==> src/rtl/max_frame_sched.sv <==
// max_frame_sched: frame-based running-maximum scheduler.
// Accepts cfg_len samples over a valid/ready stream, tracks the maximum and
// the 0-based index of its first occurrence, and presents {max, index} on a
// registered valid/ready output port when the frame ends.
// Optional build macro: MAX_FRAME_SCHED_SIGNED_EN selects a two's-complement
// compare. Without it, the compare is unsigned.
module max_frame_sched #(
  parameter int DATA_W = 6,
  parameter int LEN_W  = 8
) (
  input  logic              clk,
  input  logic              rst_n,
  input  logic              start,
  input  logic [LEN_W-1:0]  cfg_len,
  input  logic              in_valid,
  output logic              in_ready,
  input  logic [DATA_W-1:0] in_data,
  output logic              out_valid,
  input  logic              out_ready,
  output logic [DATA_W-1:0] out_max,
  output logic [LEN_W-1:0]  out_idx,
  output logic              busy
);

  typedef enum logic [1:0] {S_IDLE, S_ACCUM, S_DONE} state_t;

  localparam logic [LEN_W-1:0] ONE = LEN_W'(1);

  state_t              r_state;
  state_t              w_next;
  logic [LEN_W-1:0]    r_len;
  logic [LEN_W-1:0]    r_cnt;
  logic [DATA_W-1:0]   r_cur_max;
  logic [LEN_W-1:0]    r_cur_idx;
  logic [DATA_W-1:0]   r_out_max;
  logic [LEN_W-1:0]    r_out_idx;
  logic                r_out_valid;

  logic                w_start_ok;
  logic                w_load;
  logic                w_acc;
  logic                w_last;
  logic                w_take;
  logic [DATA_W-1:0]   w_new_max;
  logic [LEN_W-1:0]    w_new_idx;

  // Strict greater-than; the signedness is the only build-time difference.
  function automatic logic gt(input logic [DATA_W-1:0] a, input logic [DATA_W-1:0] b);
`ifdef MAX_FRAME_SCHED_SIGNED_EN
    return $signed(a) > $signed(b);
`else
    return a > b;
`endif
  endfunction

  assign w_start_ok = start && (cfg_len != '0);
  // A new frame may begin from IDLE, or from DONE on the output-handshake cycle.
  assign w_load     = w_start_ok &&
                      ((r_state == S_IDLE) || ((r_state == S_DONE) && out_ready));
  assign w_acc      = in_valid && (r_state == S_ACCUM);
  assign w_last     = (r_cnt == (r_len - ONE));
  // The first sample of a frame loads unconditionally; ties keep the earlier index.
  assign w_take     = (r_cnt == '0) || gt(in_data, r_cur_max);
  assign w_new_max  = w_take ? in_data : r_cur_max;
  assign w_new_idx  = w_take ? r_cnt   : r_cur_idx;

  assign in_ready   = (r_state == S_ACCUM);
  assign busy       = (r_state != S_IDLE);
  assign out_valid  = r_out_valid;
  assign out_max    = r_out_max;
  assign out_idx    = r_out_idx;

  // State register.
  always_ff @(posedge clk or negedge rst_n) begin
    if (!rst_n) r_state <= S_IDLE;
    else        r_state <= w_next;
  end

  // Next-state decode.
  always_comb begin
    w_next = r_state;
    case (r_state)
      S_IDLE:  if (w_start_ok)       w_next = S_ACCUM;
      S_ACCUM: if (w_acc && w_last)  w_next = S_DONE;
      S_DONE:  if (out_ready)        w_next = w_start_ok ? S_ACCUM : S_IDLE;
      default:                       w_next = S_IDLE;
    endcase
  end

  // Frame length, sample counter and running maximum/index.
  always_ff @(posedge clk or negedge rst_n) begin
    if (!rst_n) begin
      r_len     <= '0;
      r_cnt     <= '0;
      r_cur_max <= '0;
      r_cur_idx <= '0;
    end else if (w_load) begin
      r_len <= cfg_len;
      r_cnt <= '0;
    end else if (w_acc) begin
      r_cnt     <= r_cnt + ONE;
      r_cur_max <= w_new_max;
      r_cur_idx <= w_new_idx;
    end
  end

  // Result registers: captured on the final accept and held until the next frame ends.
  always_ff @(posedge clk or negedge rst_n) begin
    if (!rst_n) begin
      r_out_max <= '0;
      r_out_idx <= '0;
    end else if (w_acc && w_last) begin
      r_out_max <= w_new_max;
      r_out_idx <= w_new_idx;
    end
  end

  // Registered result-valid: set on the final accept, cleared by the handshake.
  always_ff @(posedge clk or negedge rst_n) begin
    if (!rst_n)                         r_out_valid <= 1'b0;
    else if (w_acc && w_last)           r_out_valid <= 1'b1;
    else if (r_out_valid && out_ready)  r_out_valid <= 1'b0;
  end

endmodule

==> config.mk <==
export PLATFORM = sky130hd
export DESIGN_NAME = max_frame_sched
export DESIGN_NICKNAME = d
export VERILOG_FILES = /design/src/rtl/max_frame_sched.sv
export SDC_FILE = /design/constraint.sdc
export NUM_CORES = 1
export LEC_CHECK = 0
export BUFFER_PORTS_ARGS = -buffer_cell sky130_fd_sc_hd__buf_2
export CORE_MARGIN = 2
export CORE_UTILIZATION = 47
export CTS_CLUSTER_SIZE = 14
export DETAILED_ROUTE_END_ITERATION = 8
export PLACE_DENSITY = 0.66
export REMOVE_ABC_BUFFERS = 1
export SKIP_LAST_GASP = 1
export SYNTH_ARGS = -nofsm -noshare
export SYNTH_HDL_FRONTEND = slang
export SYNTH_SLANG_ARGS = --single-unit
==> constraint.sdc <==
create_clock -name clk -period 2.8 [get_ports clk]
set_input_delay 0.14 -clock clk [delete_from_list [all_inputs] [get_ports clk]]
set_output_delay 0.14 -clock clk [all_outputs]
set_load 0.02 [all_outputs]
Yosys cells after proc, flatten, opt, wreduce, memory -nomap -nowiden:

Index checks and enable logic that the tools add are counted.

* add/sub/neg operators: 2
* order comparisons: 1
* bitwise gates (word level): 1
* mux-type cells: 11
* equal/unequal tests: 6
* reductions and logical operators: 16

Operators with widths (number)
* 8-bit 2-to-1 mux: 3
* 8-bit by 1-bit adder with 8-bit output, second input constant: 1
* 8-bit == test: 1
* 8-bit logical NOT: 1
* 8-bit nonzero test: 1
* 8-bit by 1-bit subtractor with 8-bit output, second input constant: 1
* 6-bit > comparator: 1
* 1-bit logical AND: 6
* 2-bit 2-to-1 mux: 3
* 6-bit 2-to-1 mux: 1
* 2-bit case mux with 3 select lines: 1
* 2-bit nonzero test: 3
* 2-bit != test, second input constant: 2
* 1-bit 2-to-1 mux: 3
* 3-bit AND reduction: 1
* 2-bit by 1-bit == test with 1-bit output, second input constant: 1
* 2-bit == test, second input constant: 1
* 2-bit logical NOT: 1
* 1-bit logical OR: 2
* 2-bit by 1-bit != test with 1-bit output, second input constant: 1
* 2-bit AND reduction: 1
* 1-bit inverter: 1

* input port bits: 19
* output and inout bits: 17
* register bits after elaboration: 47
* logic and storage cells: 45

Depth between registers and ports, before layout:

Gate-level depths: netlist (run 1).

* depth in word-level cells: 6
* mapped depth: 10
* mapped depth without buffers: 8

Least setup slack after synthesis (run 1):

No wires, ideal clock.

* kind: reg2reg
* start: reg r_len[0]
* end: reg r_out_idx[5] (netlist: out_idx[5])
* data required time: 2.675 ns
* clock period less this slack: 2.552 ns
* data arrival time: 2.426 ns
* stages on the path, launching flop included: 10
* path buffers: 1
* setup slack: 0.248 ns
* setup time: 0.125 ns
* cells stage by stage: dfrtp_1 -> inv_1 -> ha_1 -> or3b_2 -> nor3_1 -> xnor2_1 -> nand3_1 -> a211oi_4 -> buf_8 -> mux2_4

* longest elaborated chain between the ends: 3

RTL lines
* start: declaration: line 31 `logic [LEN_W-1:0] r_len;`
* start signal: assignment: line 98 `r_len <= cfg_len;`
* 8-bit by 1-bit subtractor with 8-bit output: line 61 `assign w_last = (r_cnt == (r_len - ONE));`
* 8-bit == test: line 61
* 1-bit logical AND: line 112 `end else if (w_acc && w_last) begin`
* end signal: assignment: line 114 `r_out_idx <= w_new_idx;`
* end: declaration: line 36 `logic [LEN_W-1:0] r_out_idx;`

No other way between the ends.
A chain may end at the register's enable or synchronous reset.

Worst setup path in the final report (run 1):

* start: reg r_len[0]
* end: reg r_out_idx[7] (netlist: out_idx[7])

The elaborated chain is that of the path after synthesis.

==> results of run 1 <==
-- where the power goes --
part | leakage (nW) | internal (mW) | switching (mW)
Combinational | 0.787 | 0.797 | 0.728
Sequential | 0.610 | 0.919 | 0.201
Clock | 0.0412 | 0.175 | 0.232
Total | 1.44 | 1.89 | 1.16
-- how the worst min path moves through the flow --
stage          cells after the start  slack [ps]        from      endpoint
3_3_place_gp                       1         390       rst_n    out_idx[6]
5_1_grt                            3          80  cfg_len[1]      r_len[1]
2_1_floorplan                      0        -160       rst_n    out_idx[0]
6_report                           1           5       rst_n  r_cur_idx[3]
4_1_cts                            1          60       rst_n    out_idx[6]
3_5_place_dp                       1         380       rst_n  r_cur_idx[3]
-- flip-flops by register name, indices dropped and copies added (netlist names) --
register   cells
out_idx        8
out_max        6
out_valid      1
r_cnt          8
r_cur_idx      8
r_cur_max      6
r_len          8
r_state        2
-- layout make-up --
cell class / count / area share [%]
repair buffers: 47 / 9.32
flip-flops and latches: 47 / 39.5
well taps: 72 / 3.02
clock inverters: 2 / 0.420
multi-input cells: 154 / 43.7
inverters: 13 / 1.64
clock buffers: 6 / 2.43
-- Yosys cell counts, drive strengths merged (3+ instances only) --
| master | number | area, sq um |
|---|---|---|
| or3 | 3 | 18.8 |
| ha | 9 | 113 |
| dfrtp | 47 | 1180 |
| xor2 | 6 | 52.6 |
| and2 | 4 | 27.5 |
| nand3b | 3 | 22.5 |
| nand3 | 9 | 45.0 |
| xnor2 | 6 | 52.6 |
| nor2 | 10 | 40.0 |
| nand2 | 8 | 30.0 |
| and2b | 5 | 37.5 |
| mux2 | 42 | 514 |
| buf | 6 | 68.8 |
| nor3 | 3 | 15.0 |
| nor4 | 3 | 33.8 |
| a21oi | 6 | 30.0 |
| nand4 | 3 | 18.8 |
| inv | 13 | 48.8 |
| o21bai | 3 | 26.3 |
| o21ai | 12 | 60.1 |
| clkbuf | 4 | 15.0 |
| nand2b | 3 | 18.8 |
-- metrics by stage --
stage / total power [mW] / instances / worst slack (ps) / utilization, % / hold slack, ps
floorplan: 2.21 / 214 / 76.1 / - / -156
global placement: 2.64 / 333 / 281 / 53.2 / 391
detailed placement: 2.65 / 333 / 192 / 53.2 / 383
CTS: 3.08 / 341 / 174 / 54.8 / 55.9
global route: 3.28 / 341 / 28.8 / 54.8 / 78.1
finish: 3.05 / 341 / 181 / 54.8 / 5.35
-- layer usage --
layer,vias up,part of all wire [%],wire length [um]
met2,26,46,2210
met5,-,0,0
li1,873,-,-
met1,854,49,2370
met4,0,1.9,91
met3,9,2.8,136
-- cell families after synthesis --
kind of cell | synth area share [%]
flip-flops | 45.0
buffers and inverters | 5.08
multiplexers | 19.7
XOR/XNOR | 4.02
adder cells (fa/ha/maj) | 4.31
AO/OA/AOI/OAI | 7.24
AND/OR/NAND/NOR | 14.6
-- worst max-delay path, cell delays in order, from the launching register on --
cell and delay [ps]:
dfrtp_1 420, inv_1 90, ha_1 200, or3b_2 480, nor3_1 200, xnor2_1 150, nand3_1 140, a211oi_4 270
buf_12 210, mux2_2 360
==> tab_implementation.tex, run 1 <==
\begin{tabular}{lr}
\hline
Metric & Value \\
\hline
\multicolumn{2}{l}{\textbf{Timing}} \\
Period utilisation layout & 93.5\% \\
Hold violation count in the final report & 0 \\
Final worst path period need & $\sim$2600 ps \\
Slew at the pin closest to its max-slew limit & $\sim$1000 ps \\
Final TNS setup & 0 ps \\
Unrepaired setup endpoints after global routing & no \\
Achievable clock frequency & 0.382 GHz \\
Number of max-slew violations in the final report & 0 \\
Normalized max-slew margin & between 30 and 40\% \\
Final number of setup-violating endpoints & 0 \\
Final clock skew & $\sim$7 ps \\
\multicolumn{2}{l}{\textbf{Synthesis}} \\
Combined area of all synthesized cells & $\sim$2600 sq um \\
Warning count from the yosys run & 0 \\
Number of instances in the synthesized netlist & $\sim$220 \\
Distinct cells, synth & between 40 and 50 \\
Top FF cell, synth & dfrtp\_1 \\
Flip-flop and latch count after synthesis & 47 \\
Average instance area after synthesis & 11.7 sq um \\
Part of the Yosys area used for sequential elements & 45.0\% \\
EDFF count, synth & 0 \\
Async set or reset register ratio after synthesis & 100\% \\
\multicolumn{2}{l}{\textbf{Global routing}} \\
Number of global-route vias before repair & between 1.5k and 2k \\
Total congestion overflow & 0 \\
Global-route met2 utilization & approximately 27\% \\
Largest net degree at the start of global routing & 48 \\
Most heavily used metal layer in global routing & met2 \\
Global-route usage over all layers & 17.0\% \\
Antenna violations before repair & 0 \\
First-pass GRT wire length & $\sim$8300 um \\
Met1 usage in global routing & approximately 23\% \\
Met3 Use GR & under 10\% \\
\multicolumn{2}{l}{\textbf{Run}} \\
Max Cap Viol & 0 \\
\multicolumn{2}{l}{\textbf{Setup path}} \\
FF-to-FF Start & r\_len[0] \\
Classification of the worst setup path & reg2reg \\
Arrival time reported for the critical path endpoint & $\sim$2800 ps \\
Worst setup path endpoint & out\_idx[7] \\
Crit end category & flip-flop \\
Setup crit start kind & flip-flop \\
Reg2Reg Depth & 9 \\
Register-to-register setup slack & about 180 ps \\
Worst reg2reg endpoint & out\_idx[7] \\
Launching element of the worst setup path & r\_len[0] \\
Required arrival time at the worst endpoint & around 3000 ps \\
Worst Path Max Fanout & 17 \\
\multicolumn{2}{l}{\textbf{Finish}} \\
Count of fill cells added during filler insertion & between 400 and 500 \\
Most frequent cells in the layout & dfrtp\_1 (47), buf\_2 (35), mux2\_2 (31) \\
Multi-input logic area & 1300 sq um \\
Seq. cell area & 1180 sq um \\
Area of all placed cells without fillers & approximately 3000 sq um \\
Most frequent standard cell in the layout excluding fill and tap cells & dfrtp\_1 \\
Count of inserted antenna diode cells & 0 \\
Syn-to-layout area delta & 14.1\% \\
Final layout net count & between 200 and 300 \\
Share of cells above drive strength 1 & 39.0\% \\
\multicolumn{2}{l}{\textbf{Run status}} \\
Status & finished clean \\
\multicolumn{2}{l}{\textbf{Clocking}} \\
TritonCTS Sinks & 47 \\
Clock tree from TritonCTS & done \\
Longest Clk Path Bufs & 2 \\
Clock slew at reported path FFs & 90 ps \\
Setup repair bufs after CTS & 0 \\
Clock network latency to the later pin of the worst-skew pair & about 300 ps \\
Root cell of the clock tree & clkbuf\_8 \\
Post-CTS Resized & 0 \\
Hold-fix buffer count after cts & 0 \\
Number of levels the H-tree was split into & 2 \\
Number of buffers created by CTS & 5 \\
\multicolumn{2}{l}{\textbf{Place}} \\
Placed cell areas & about 2900 sq um \\
Port-buffer cells & 35 \\
Final weighted congestion in routability-driven placement & 0.752 \\
Sum of net half-perimeters after detailed placement & roughly 3400 um \\
\multicolumn{2}{l}{\textbf{Drt}} \\
First-iteration detailed-routing DRC count & 62 \\
Post-detailed-route via-to-cell ratio & between 5 and 6 \\
WL final & $\sim$4800 um \\
Antenna Violating Nets Remaining & 0 \\
Vias & about 1.8k \\
WL per Instance & around 14 um \\
Iteration count of the initial detailed-routing pass & 4 \\
DR DRC count & 0 \\
\multicolumn{2}{l}{\textbf{Floorplan}} \\
Top-level port count & 36 \\
Horizontal die dimension & slightly below 80 um \\
Height of the die & 78.5 um \\
Core Rows & 27 \\
Initial cell density of the core & 48.0\% \\
Area of the core region & 5440 sq um \\
Die area & between 6000 and 7000 sq um \\
\multicolumn{2}{l}{\textbf{Power and ir drop}} \\
Max IR drop VDD & 0.520 mV \\
Pleak & $\sim$1.4 nW \\
Cell area power density & between 1000 and 1500 nW/um\^{}2 \\
\multicolumn{2}{l}{\textbf{Min path}} \\
Hold/Removal Path Class & in2async \\
\hline
\end{tabular}
Power figures use the tool's default switching activity.
==> inputs of run 2 (changes only) <==
- REMOVE_ABC_BUFFERS: 1 -> unset
==> tab_implementation.tex, run 2 (same netlist as run 1, synthesis figures left out) <==
\begin{tabular}{lr}
\hline
Metric & Value \\
\hline
\multicolumn{2}{l}{\textbf{Run status}} \\
Status & finished clean \\
\multicolumn{2}{l}{\textbf{Clocking}} \\
Clock network latency to the later pin of the worst-skew pair & 300 ps \\
Longest Clk Path Bufs & 2 \\
Root cell of the clock tree & clkbuf\_8 \\
Clock slew at reported path FFs & approximately 80 ps \\
Post-CTS Resized & 0 \\
Hold-fix buffer count after cts & 0 \\
Setup repair bufs after CTS & 0 \\
TritonCTS Sinks & 47 \\
Clock tree from TritonCTS & done \\
Number of buffers created by CTS & 5 \\
Number of levels the H-tree was split into & 2 \\
\multicolumn{2}{l}{\textbf{Power and ir drop}} \\
Cell area power density & around 1000 nW/um\^{}2 \\
Max IR drop VDD & $\sim$0.4 mV \\
Pleak & 1.44 nW \\
\multicolumn{2}{l}{\textbf{Finish}} \\
Count of fill cells added during filler insertion & 492 \\
Count of inserted antenna diode cells & 0 \\
Syn-to-layout area delta & 13.8\% \\
Most frequent cells in the layout & dfrtp\_1 (47), buf\_2 (35), mux2\_2 (31) \\
Area of all placed cells without fillers & 2970 sq um \\
Most frequent standard cell in the layout excluding fill and tap cells & dfrtp\_1 \\
Final layout net count & 294 \\
Share of cells above drive strength 1 & 39.0\% \\
Util after Layout & a little over half \\
\multicolumn{2}{l}{\textbf{Global routing}} \\
Largest net degree at the start of global routing & 48 \\
Number of global-route vias before repair & between 1.5k and 2k \\
Antenna violations before repair & 0 \\
Total congestion overflow & 0 \\
First-pass GRT wire length & between 8000 and 9000 um \\
Global-route usage over all layers & 18.2\% \\
\multicolumn{2}{l}{\textbf{Synthesis}} \\
Synthesized net count & between 200 and 300 \\
\multicolumn{2}{l}{\textbf{Min path}} \\
Hold/Removal Path Class & in2async \\
\multicolumn{2}{l}{\textbf{Timing}} \\
Final TNS setup & 0 ps \\
Achievable clock frequency & between 0.3 and 0.4 GHz \\
Normalized max-slew margin & roughly a third \\
Final worst path period need & $\sim$2600 ps \\
Final number of setup-violating endpoints & 0 \\
Hold violation count in the final report & 0 \\
Period utilisation layout & roughly 92\% \\
Unrepaired setup endpoints after global routing & no \\
Number of max-slew violations in the final report & 0 \\
Crit path setup slack, layout & $\sim$210 ps \\
Final clock skew & roughly 4.5 ps \\
Slew at the pin closest to its max-slew limit & 1030 ps \\
\multicolumn{2}{l}{\textbf{Floorplan}} \\
Top-level port count & 36 \\
Core Rows & 27 \\
Die area & slightly above 6000 sq um \\
Horizontal die dimension & between 70 and 80 um \\
Initial cell density of the core & about half \\
Area of the core region & approximately 5400 sq um \\
Height of the die & 78.5 um \\
\multicolumn{2}{l}{\textbf{Setup path}} \\
CP peak stage delay & approximately 470 ps \\
Cell Chain, Critical Path & inv\_1 -> ha\_1 -> or3b\_2 -> nor3\_1 -> xnor2\_1 -> nand3\_1 -> a211oi\_4 -> buf\_4 -> mux2\_2 \\
Classification of the worst setup path & reg2reg \\
Arrival time reported for the critical path endpoint & 2780 ps \\
Standard cell with the maximum stage delay on the critical path & or3b\_2 \\
Setup crit start kind & flip-flop \\
Required arrival time at the worst endpoint & 2990 ps \\
Register-to-register setup slack & approximately 210 ps \\
Crit end category & flip-flop \\
Worst Path Max Fanout & 9 \\
\multicolumn{2}{l}{\textbf{Place}} \\
Sum of net half-perimeters after detailed placement & $\sim$3700 um \\
Setup slack at placement & around 220 ps \\
Placed cell areas & around 2900 sq um \\
Final weighted congestion in routability-driven placement & between 0.7 and 0.8 \\
Port-buffer cells & 35 \\
\multicolumn{2}{l}{\textbf{Drt}} \\
First-iteration detailed-routing DRC count & 86 \\
Antenna Violating Nets Remaining & 0 \\
DR DRC count & 0 \\
Iteration count of the initial detailed-routing pass & 4 \\
WL per Instance & 14.7 um \\
Post-detailed-route via-to-cell ratio & between 5 and 6 \\
WL final & between 4000 and 5000 um \\
Vias & roughly 1.8k \\
\multicolumn{2}{l}{\textbf{Run}} \\
Max Cap Viol & 0 \\
\hline
\end{tabular}
==> run 2: changes by cell type in the layout (fill, tap and decap cells not counted) <==
cell      delta
clkinv_2     -1
clkbuf_1     -1
buf_12       -1
clkbuf_8     +2
buf_4        -1
==> run 2: power breakdown <==
part | leakage (nW) | switching, mW | internal, mW | total, mW
combinational | 0.775 | 0.745 | 0.771 | 1.52
clock | 0.0505 | 0.228 | 0.225 | 0.453
sequential | 0.610 | 0.201 | 0.919 | 1.12
==> run 2: critical path, delay by kind of cell (launching register included) <==
kind | cells | cell delay [ps]
DFF | 1 | 430
AOI/OAI and AO/OA | 1 | 250
xor gates and xnor gates | 1 | 140
buffers and inverters | 2 | 330
and+or+nand+nor | 3 | 790
muxes | 1 | 340
adders and majority gates | 1 | 200
==> run 2: area by class of cell <==
cell class                 count  area, sq um  area share (%)
tap                           72         90.1            3.03
timing repair buffer          45          250            8.42
sequential                    47         1180            39.6
multi-input combinational    154         1300            43.8
clock inverter                 1         7.51           0.253
inverter                      13         48.8            1.64
clock buffer                   7         96.3            3.24
==> run 2: through the flow <==
| step | hold WS (ps) | power, mW | std cells |
|---|---|---|---|
| finish | 18.7 | 3.09 | 339 |
| detailed placement | 372 | 2.66 | 331 |
| global placement | 385 | 2.62 | 331 |
| global route | 59.9 | 3.34 | 339 |
| floorplan | -156 | 2.31 | 224 |
| CTS | 56.1 | 3.12 | 339 |
==> run 2: path summary, 6_finish.rpt <==
kind,startpoint,to,cells past startpoint
max,r_len[0],out_idx[3],9
min,rst_n,r_cnt[0],1
max reg2reg,r_len[0],out_idx[3],9
min reg2reg,out_valid,out_valid,1
max in group asynchronous,rst_n,r_len[0],1
min in group clk,cfg_len[1],r_len[1],3
==> run 2: per-layer routing <==
| metal | GRT usage (%) | up-vias | share of wire, % |
|---|---|---|---|
| li1 | - | 876 | - |
| met1 | 24.2 | 889 | 48 |
| met2 | 29.7 | 32 | 47 |
| met3 | 4.14 | 6 | 3.5 |
| met4 | 5.61 | 0 | 1.2 |
| met5 | 0 | - | 0 |
==> inputs of run 3 (changes only) <==
- CORE_UTILIZATION: 47 -> 45
- PLACE_DENSITY: 0.66 -> 0.64
==> tab_implementation.tex, run 3 (same netlist as run 1, synthesis figures left out) <==
\begin{tabular}{lr}
\hline
Metric & Value \\
\hline
\multicolumn{2}{l}{\textbf{Run status}} \\
Status & finished clean \\
\multicolumn{2}{l}{\textbf{Floorplan}} \\
Top-level port count & 36 \\
Horizontal die dimension & roughly 80 um \\
Height of the die & approximately 80 um \\
Die area & 6430 sq um \\
Core Rows & 27 \\
Area of the core region & 5540 sq um \\
Initial cell density of the core & roughly 47\% \\
\multicolumn{2}{l}{\textbf{Setup path}} \\
Register-to-register setup slack & about 230 ps \\
Setup crit start kind & flip-flop \\
Crit end category & flip-flop \\
FF-to-FF Start & r\_len[0] \\
Worst Path Max Fanout & 9 \\
Reg2Reg Depth & 9 \\
Arrival time reported for the critical path endpoint & 2760 ps \\
Required arrival time at the worst endpoint & between 2000 and 3000 ps \\
Worst setup path endpoint & out\_idx[3] \\
Worst reg2reg endpoint & out\_idx[3] \\
Classification of the worst setup path & reg2reg \\
Launching element of the worst setup path & r\_len[0] \\
\multicolumn{2}{l}{\textbf{Global routing}} \\
First-pass GRT wire length & 8660 um \\
Largest net degree at the start of global routing & between 40 and 50 \\
Antenna violations before repair & 0 \\
Global-route usage over all layers & 17.2\% \\
Total congestion overflow & 0 \\
Number of global-route vias before repair & 1805 \\
\multicolumn{2}{l}{\textbf{Timing}} \\
Period utilisation layout & around nine tenths \\
Crit path setup slack, layout & 225 ps \\
Hold violation count in the final report & 0 \\
Unrepaired setup endpoints after global routing & no \\
Final clock skew & 10.3 ps \\
Achievable clock frequency & 0.388 GHz \\
Normalized max-slew margin & 31.2\% \\
Final number of setup-violating endpoints & 0 \\
Slew at the pin closest to its max-slew limit & just over 1000 ps \\
Number of max-slew violations in the final report & 0 \\
Final worst path period need & about 2600 ps \\
Worst hold slack & $\sim$18 ps \\
Final TNS setup & 0 ps \\
\multicolumn{2}{l}{\textbf{Clocking}} \\
Post-CTS Resized & 0 \\
Clock network latency to the later pin of the worst-skew pair & 300 ps \\
Clock slew at reported path FFs & approximately 90 ps \\
Root cell of the clock tree & clkbuf\_8 \\
Setup repair bufs after CTS & 0 \\
Number of levels the H-tree was split into & 2 \\
Hold-fix buffer count after cts & 0 \\
Number of buffers created by CTS & 5 \\
TritonCTS Sinks & 47 \\
Clock tree from TritonCTS & done \\
Longest Clk Path Bufs & 2 \\
\multicolumn{2}{l}{\textbf{Place}} \\
Sum of net half-perimeters after detailed placement & around 3600 um \\
Setup slack at placement & $\sim$230 ps \\
Inst Count DP & approximately 330 \\
Final weighted congestion in routability-driven placement & 0.781 \\
Port-buffer cells & 35 \\
Placed cell areas & slightly below 3000 sq um \\
\multicolumn{2}{l}{\textbf{Run}} \\
Max Cap Viol & 0 \\
\multicolumn{2}{l}{\textbf{Finish}} \\
Number of standard cells in the final layout excluding fillers & between 300 and 400 \\
Count of inserted antenna diode cells & 0 \\
Share of cells above drive strength 1 & 38.9\% \\
Util after Layout & a little over half \\
Area of all placed cells without fillers & 2970 sq um \\
Syn-to-layout area delta & 13.8\% \\
Most frequent cells in the layout & dfrtp\_1 (47), buf\_2 (35), mux2\_2 (31) \\
Most frequent standard cell in the layout excluding fill and tap cells & dfrtp\_1 \\
Final layout net count & approximately 300 \\
\multicolumn{2}{l}{\textbf{Drt}} \\
Top metal layer carrying routed signals & met4 \\
WL final & about 5000 um \\
First-iteration detailed-routing DRC count & between 50 and 60 \\
WL per Instance & $\sim$14 um \\
DR WL met3 & about 160 um \\
Routed length on met2 & approximately 2300 um \\
Detailed-routing wirelength on met1 & roughly 2400 um \\
Post-detailed-route via-to-cell ratio & 5.18 \\
Antenna Violating Nets Remaining & 0 \\
Iteration count of the initial detailed-routing pass & 4 \\
DR DRC count & 0 \\
Vias & 1771 \\
\multicolumn{2}{l}{\textbf{Power and ir drop}} \\
Max IR drop VDD & between 0.4 and 0.5 mV \\
Overall power of the completed layout & 3.04 mW \\
Cell area power density & between 1000 and 1500 nW/um\^{}2 \\
Pleak & 1.44 nW \\
\multicolumn{2}{l}{\textbf{Synthesis}} \\
Synthesized net count & about 250 \\
\multicolumn{2}{l}{\textbf{Min path}} \\
Hold/Removal Path Class & in2async \\
\hline
\end{tabular}
## run 3: cell types whose count changed in the layout (fill, tap and decap cells not counted)
cell,previous run,this run
clkinvlp_4,1,0
clkbuf_1,0,2
clkinv_2,0,1
buf_4,10,13
clkbuf_8,7,5
## run 3: worst min path at each step
stage | endpoint | slack [ps] | from | cells past startpoint
after floorplan | out_idx[0] | -160 | rst_n | 0
after global placement | out_idx[5] | 390 | rst_n | 1
after detailed placement | r_len[1] | 380 | cfg_len[1] | 3
after CTS | r_len[1] | 60 | cfg_len[1] | 3
after global routing | r_len[1] | 70 | cfg_len[1] | 3
final | r_cnt[2] | 20 | rst_n | 1
## run 3: layer usage
metal	vias up	global-route usage [%]
met5	-	0
met4	0	4.58
met3	5	3.15
met2	30	28.0
met1	854	23.5
li1	882	-
## run 3: final cells by class
type | count | area (sq um)
Clock buffer | 7 | 76.3
Clock inverter | 1 | 5.00
Fill cell | 515 | 2570
Inverter | 13 | 48.8
Multi-Input combinational cell | 154 | 1300
Sequential cell | 47 | 1180
Tap cell | 72 | 90.1
Timing Repair Buffer | 48 | 273
## run 3: worst max-delay path: stages, from the launching register on
cell      delay (ps)
dfrtp_1          430
inv_1             90
ha_1             190
or3b_2           470
nor3_1           190
xnor2_1          140
nand3_1          130
a211oi_4         240
buf_4            230
mux2_2           340
## run 3: power breakdown
| group | internal [mW] | switching [mW] | leakage (nW) |
|---|---|---|---|
| registers | 0.919 | 0.199 | 0.610 |
| logic | 0.792 | 0.730 | 0.790 |
| clock network | 0.176 | 0.227 | 0.0422 |
| total | 1.89 | 1.16 | 1.44 |
